$ cat src/rtl/rr_grant_sched_if.sv
// rtl/rr_grant_sched_if.sv - request/grant bundle between requesters and the round-robin scheduler
interface rr_grant_sched_if #(
    parameter int N   = 8,
    parameter int IDW = 3
);
    logic [N-1:0]   req;
    logic [N-1:0]   grant;
    logic           grant_valid;
    logic [IDW-1:0] grant_id;
    logic           preempt;

    modport master (
        output req,
        input  grant,
        input  grant_valid,
        input  grant_id,
        input  preempt
    );

    modport slave (
        input  req,
        output grant,
        output grant_valid,
        output grant_id,
        output preempt
    );
endinterface

$ cat src/rtl/rr_grant_sched.sv
// rtl/rr_grant_sched.sv - registered round-robin arbiter with hold-until-release grants
// Optional owner timeout/preemption is built when GRANT_TIMEOUT_EN is defined.
module rr_grant_sched #(
    parameter int N        = 8,
    parameter int IDW      = 3,
    parameter int MAX_HOLD = 16
) (
    input  logic              clk,
    input  logic              rst_n,
    rr_grant_sched_if.slave   arb
);

    typedef enum logic {
        IDLE = 1'b0,
        BUSY = 1'b1
    } state_t;

    localparam logic [N-1:0] ONE_HOT_0 = {{(N-1){1'b0}}, 1'b1};

    if (N < 2 || N > 16 || IDW != $clog2(N) || MAX_HOLD < 2) begin : g_bad_cfg
        $error("rr_grant_sched: illegal N/IDW/MAX_HOLD combination");
    end

    state_t         state_q, state_d;
    logic [IDW-1:0] ptr_q, ptr_d;
    logic [N-1:0]   grant_q, grant_d;
    logic [IDW-1:0] id_q, id_d;
    logic           preempt_q, preempt_d;

    // Result is {found, index}; the scan starts at p and wraps past N-1 to 0.
    function automatic logic [IDW:0] pick(input logic [N-1:0] r, input logic [IDW-1:0] p);
        logic [IDW:0] res;
        int           idx;
        res = '0;
        for (int i = N - 1; i >= 0; i--) begin
            idx = int'(p) + i;
            if (idx >= N) begin
                idx = idx - N;
            end
            if (r[idx[IDW-1:0]]) begin
                res = {1'b1, idx[IDW-1:0]};
            end
        end
        return res;
    endfunction

    logic [IDW-1:0] next_ptr;
    logic [IDW:0]   pick_idle;
    logic [IDW:0]   pick_rel;

    assign next_ptr  = (id_q == IDW'(N - 1)) ? '0 : id_q + 1'b1;
    assign pick_idle = pick(arb.req, ptr_q);
    assign pick_rel  = pick(arb.req, next_ptr);

`ifdef GRANT_TIMEOUT_EN
    localparam int HW = (MAX_HOLD > 2) ? $clog2(MAX_HOLD) : 1;

    logic [HW-1:0] hold_q, hold_d;
    logic [IDW:0]  pick_to;

    // The expiring owner is masked so the pick prefers anyone else.
    assign pick_to = pick(arb.req & ~grant_q, next_ptr);
`endif

    always_comb begin
        state_d   = state_q;
        ptr_d     = ptr_q;
        grant_d   = grant_q;
        id_d      = id_q;
        preempt_d = 1'b0;
`ifdef GRANT_TIMEOUT_EN
        hold_d    = hold_q;
`endif
        case (state_q)
            IDLE: begin
                if (pick_idle[IDW]) begin
                    state_d = BUSY;
                    id_d    = pick_idle[IDW-1:0];
                    grant_d = ONE_HOT_0 << pick_idle[IDW-1:0];
`ifdef GRANT_TIMEOUT_EN
                    hold_d  = '0;
`endif
                end
            end
            BUSY: begin
                if (!arb.req[id_q]) begin
                    // Release wins over a coincident timeout: no preempt pulse.
                    ptr_d = next_ptr;
                    if (pick_rel[IDW]) begin
                        id_d    = pick_rel[IDW-1:0];
                        grant_d = ONE_HOT_0 << pick_rel[IDW-1:0];
                    end else begin
                        state_d = IDLE;
                        id_d    = '0;
                        grant_d = '0;
                    end
`ifdef GRANT_TIMEOUT_EN
                    hold_d = '0;
                end else if (hold_q == HW'(MAX_HOLD - 1)) begin
                    preempt_d = 1'b1;
                    ptr_d     = next_ptr;
                    hold_d    = '0;
                    if (pick_to[IDW]) begin
                        id_d    = pick_to[IDW-1:0];
                        grant_d = ONE_HOT_0 << pick_to[IDW-1:0];
                    end
                end else begin
                    hold_d = hold_q + 1'b1;
`endif
                end
            end
            default: begin
                state_d = IDLE;
                id_d    = '0;
                grant_d = '0;
            end
        endcase
    end

    always_ff @(posedge clk or negedge rst_n) begin
        if (!rst_n) begin
            state_q   <= IDLE;
            ptr_q     <= '0;
            grant_q   <= '0;
            id_q      <= '0;
            preempt_q <= 1'b0;
        end else begin
            state_q   <= state_d;
            ptr_q     <= ptr_d;
            grant_q   <= grant_d;
            id_q      <= id_d;
            preempt_q <= preempt_d;
        end
    end

`ifdef GRANT_TIMEOUT_EN
    always_ff @(posedge clk or negedge rst_n) begin
        if (!rst_n) begin
            hold_q <= '0;
        end else begin
            hold_q <= hold_d;
        end
    end
`endif

    assign arb.grant       = grant_q;
    assign arb.grant_valid = (state_q == BUSY);
    assign arb.grant_id    = id_q;
    assign arb.preempt     = preempt_q;

    a_grant_consistent: assert property (@(posedge clk) disable iff (!rst_n)
        $onehot0(grant_q) && ((state_q == BUSY) == (grant_q != '0)));

endmodule

$ cat src/flat_wrapper.sv
// flat-port wrapper written by rule: the top's interface ports become plain ports
module rr_grant_sched_flat 
#(
    parameter int N        = 8,
    parameter int IDW      = 3,
    parameter int MAX_HOLD = 16
)
  (clk, rst_n, arb_req, arb_grant, arb_grant_valid, arb_grant_id, arb_preempt);
  rr_grant_sched_if #(.N(N), .IDW(IDW)) arb_i ();
  input  logic clk;
  input  logic rst_n;
  input wire logic [$bits(arb_i.req)-1:0] arb_req;
  output wire logic [$bits(arb_i.grant)-1:0] arb_grant;
  output wire logic [$bits(arb_i.grant_valid)-1:0] arb_grant_valid;
  output wire logic [$bits(arb_i.grant_id)-1:0] arb_grant_id;
  output wire logic [$bits(arb_i.preempt)-1:0] arb_preempt;
  assign arb_i.req = arb_req;
  assign arb_grant = arb_i.grant;
  assign arb_grant_valid = arb_i.grant_valid;
  assign arb_grant_id = arb_i.grant_id;
  assign arb_preempt = arb_i.preempt;
  rr_grant_sched #(.N(N), .IDW(IDW), .MAX_HOLD(MAX_HOLD)) u_core (.clk(clk), .rst_n(rst_n), .arb(arb_i));
endmodule
$ cat config.mk
export PLATFORM = sky130hd
export DESIGN_NAME = rr_grant_sched_flat
export DESIGN_NICKNAME = d
export VERILOG_FILES = /design/src/rtl/rr_grant_sched_if.sv /design/src/rtl/rr_grant_sched.sv /design/src/flat_wrapper.sv
export SDC_FILE = /design/constraint.sdc
export NUM_CORES = 1
export LEC_CHECK = 0
export BUFFER_PORTS_ARGS = -buffer_cell sky130_fd_sc_hd__buf_4
export CORE_UTILIZATION = 66
export DETAILED_ROUTE_END_ITERATION = 8
export PLACE_DENSITY = 0.87
export SKIP_LAST_GASP = 1
export SYNTH_ARGS = -nofsm -noshare
export SYNTH_HDL_FRONTEND = slang
export SYNTH_SLANG_ARGS = --single-unit
$ cat constraint.sdc
create_clock -name clk -period 9.4 [get_ports clk]
set_clock_uncertainty 0.15 [all_clocks]
set_input_delay 0.94 -clock clk [delete_from_list [all_inputs] [get_ports clk]]
set_output_delay 0.94 -clock clk [all_outputs]
set_load 0.01 [all_outputs]
==> run metrics <==
outcome finished, final reports clean; CTS H-tree lvls 1; Hold Crit Endpoint u_core.arb.grant[6]; multi-input combinational cell area 2043 µm²; wirelength, routed 7.151 mm; Final GP Congestion 1.011; Crit Path Max Fanout 25; core area 3716 µm²; row count 22; CP peak stage delay 0.80 ns; Crit path required time 9.43 ns; clk_lat worst skew 0.25 ns; Max Root-Sink Buffers 2; most frequent cells in the layout nand2_1, buf_4, mux2i_1; setup TNS 0 ns; share of cells above drive strength 1 0.2078; Slew @ Worst Pin 0.9097 ns; Horiz. Die Dim 64.90 µm; final setup violation count 0; hold crit path type flip-flop to flip-flop; gr usage total 0.3658; Synth top area share 0.1437; via count 2,632; Hold Crit Start u_core.arb.grant[6]; RR Endpoint u_core.arb.grant_id[0]; Pre-antenna DRT Iters 5; post-CTS resize count 0; diode count 0; global-route wire length before repair 11.86 mm; post-synth top area cell dfrtp_1; CP Capture Type flip-flop; # nets final 324; WL/cell 20.09 µm; Setup Buffers After CTS 0; count of final hold-check violations 0; fillers 301; drt first-iter violations 251; Syn Inst Count 312; Mean Syn Cell Area 8.369 µm²; Initial Util 0.7027; worst r2r src u_core.arb.grant_id[0]; most frequent CP cell ha_1; Critical Path Slowest Stage Cell ha_1; Worst-path clk slew 0.06 ns; CP arrival 4.77 ns; Max Cap Violations 0; Via density 7.393; final worst-path cycle share 0.5042; most common cell after layout, fill and taps aside nand2_1; clk sinks 15; antenna-violating nets left 0; Yosys reg bits 15; kind of critical path flip-flop to flip-flop; Die H 64.90 µm; Synthesized Nets 327; FF+latch area 375.4 µm²; WHS Path Cells 2; unrepaired setup endpoints after global routing false; Yosys cell types 72; CTS tree yes; Fmax 211.0 MHz; CTS Hold Bufs 0; Worst R2R Path Depth 10; ys async rst share 1.000; number of port buffers 21; CP cell instances ha_1, ha_1, xor2_1, mux4_2, a221oi_4, o311a_1, nand3_2, a21oi_2, a21oi_1, o21ai_1; Final Max Tran Viols 0; initial antenna violation count 0; largest net degree at the start of global routing 27; DP Wirelength 5.251 mm; Num CTS Buffers 3; Root Buffer clkbuf_8; synthesized cell area 2611 µm²; R2R Setup Slk 4.66 ns; Synth area leaders dfrtp_1, mux4_2, mux2i_1; synth warn 0; startpoint class of the critical path flip-flop; Final min period 4.739 ns; post-route worst setup slack 4.661 ns; DP Worst Slack 4.761 ns; Slew Limit Headroom 0.3936; remaining global-route overflow 0; Seq/Total Area, Yosys 0.1437; Main synth FF type dfrtp_1; # IOs 23; Post-synth EDFFs 0; post-route DRC violation count 0; DIE AREA 4212 µm²; vias in the first global route 2,410; Area Growth Syn to Fin 4.600%
state kept, by name, summed over array words and instances (netlist names):
register and cells:
u_core.arb.grant 8, u_core.ptr_q 3, u_core.arb.grant_valid 1, u_core.arb.grant_id 3
cell families (layout without fill, tap and decap cells):
logic type	count (synthesis)	after routing	share of synthesized area
other	1	1	0.001436
buffers and inverters	42	38	0.07379
AO/OA/AOI/OAI	116	116	0.3292
multiplexers	42	42	0.2439
AND/OR/NAND/NOR	82	82	0.1538
flip-flops	15	15	0.1437
adder cells (fa/ha/maj)	5	5	0.02396
XOR/XNOR	9	9	0.03018
metrics by stage:
stage	hold slack (ns)	cells	util	area, µm²
finish	0.3621	356	0.7350	2731
global route	0.3819	356	0.7350	2731
CTS	0.3631	356	0.7350	2731
detailed placement	0.3495	352	0.7226	2685
global placement	0.3437	352	0.7226	2685
floorplan	0.3849	312	-	2611
synth_stat cells, types with 5 or more instances:
library cell,n
a21oi_1,14
ha_1,5
o21ai_0,14
mux2_2,9
mux2i_1,16
a211oi_1,8
xor2_1,5
a31oi_1,8
dfrtp_1,15
inv_1,11
nand2_1,30
mux4_2,15
buf_2,10
nor3_1,6
o22ai_1,6
clkbuf_1,12
nor2_1,9
o211ai_1,12
nand3_1,14
worst max-delay path: cells and delay by family, from the launching register on:
family | cells | cell delay (ns)
muxes | 1 | 0.43
and+or+nand+nor | 1 | 0.19
xor gates and xnor gates | 1 | 0.55
AOI/OAI and AO/OA | 5 | 1.44
adders and majority gates | 2 | 1.24
DFF | 1 | 0.67
worst max-delay path by stage:
stage | startpoint | endpoint | slack (ns) | cells after the start
6_report | u_core.arb.grant_id[0] | u_core.arb.grant_id[0] | 4.66 | 10
5_1_grt | u_core.arb.grant_id[0] | u_core.arb.grant[3] | 4.29 | 10
4_1_cts | u_core.arb.grant_id[0] | u_core.arb.grant_id[0] | 4.74 | 10
3_5_place_dp | u_core.arb.grant_id[0] | u_core.arb.grant_id[0] | 4.76 | 10
3_3_place_gp | u_core.arb.grant_id[0] | u_core.arb.grant[5] | 4.95 | 10
2_1_floorplan | u_core.ptr_q[1] | u_core.arb.grant_id[1] | 5.71 | 13
area by class of cell:
cell class | instances | area share
inverters | 13 | 0.01787
clock buffers | 3 | 0.01512
flip-flops and latches | 15 | 0.1374
clock inverters | 1 | 0.001832
repair buffers | 21 | 0.05772
multi-input cells | 255 | 0.7481
well taps | 48 | 0.02199
metal layers:
| metal | vias up | wire, µm | GRT usage |
|---|---|---|---|
| met3 | 21 | 439 | 0.05634 |
| met4 | 0 | 186 | 0.1389 |
| met5 | - | 0 | 0 |
| met1 | 1292 | 2968 | 0.4844 |
| li1 | 1211 | - | - |
| met2 | 108 | 3557 | 0.5964 |
Power is not shown: default switching activity piles up to over one toggle a cycle in this logic, so the estimate is an artifact.
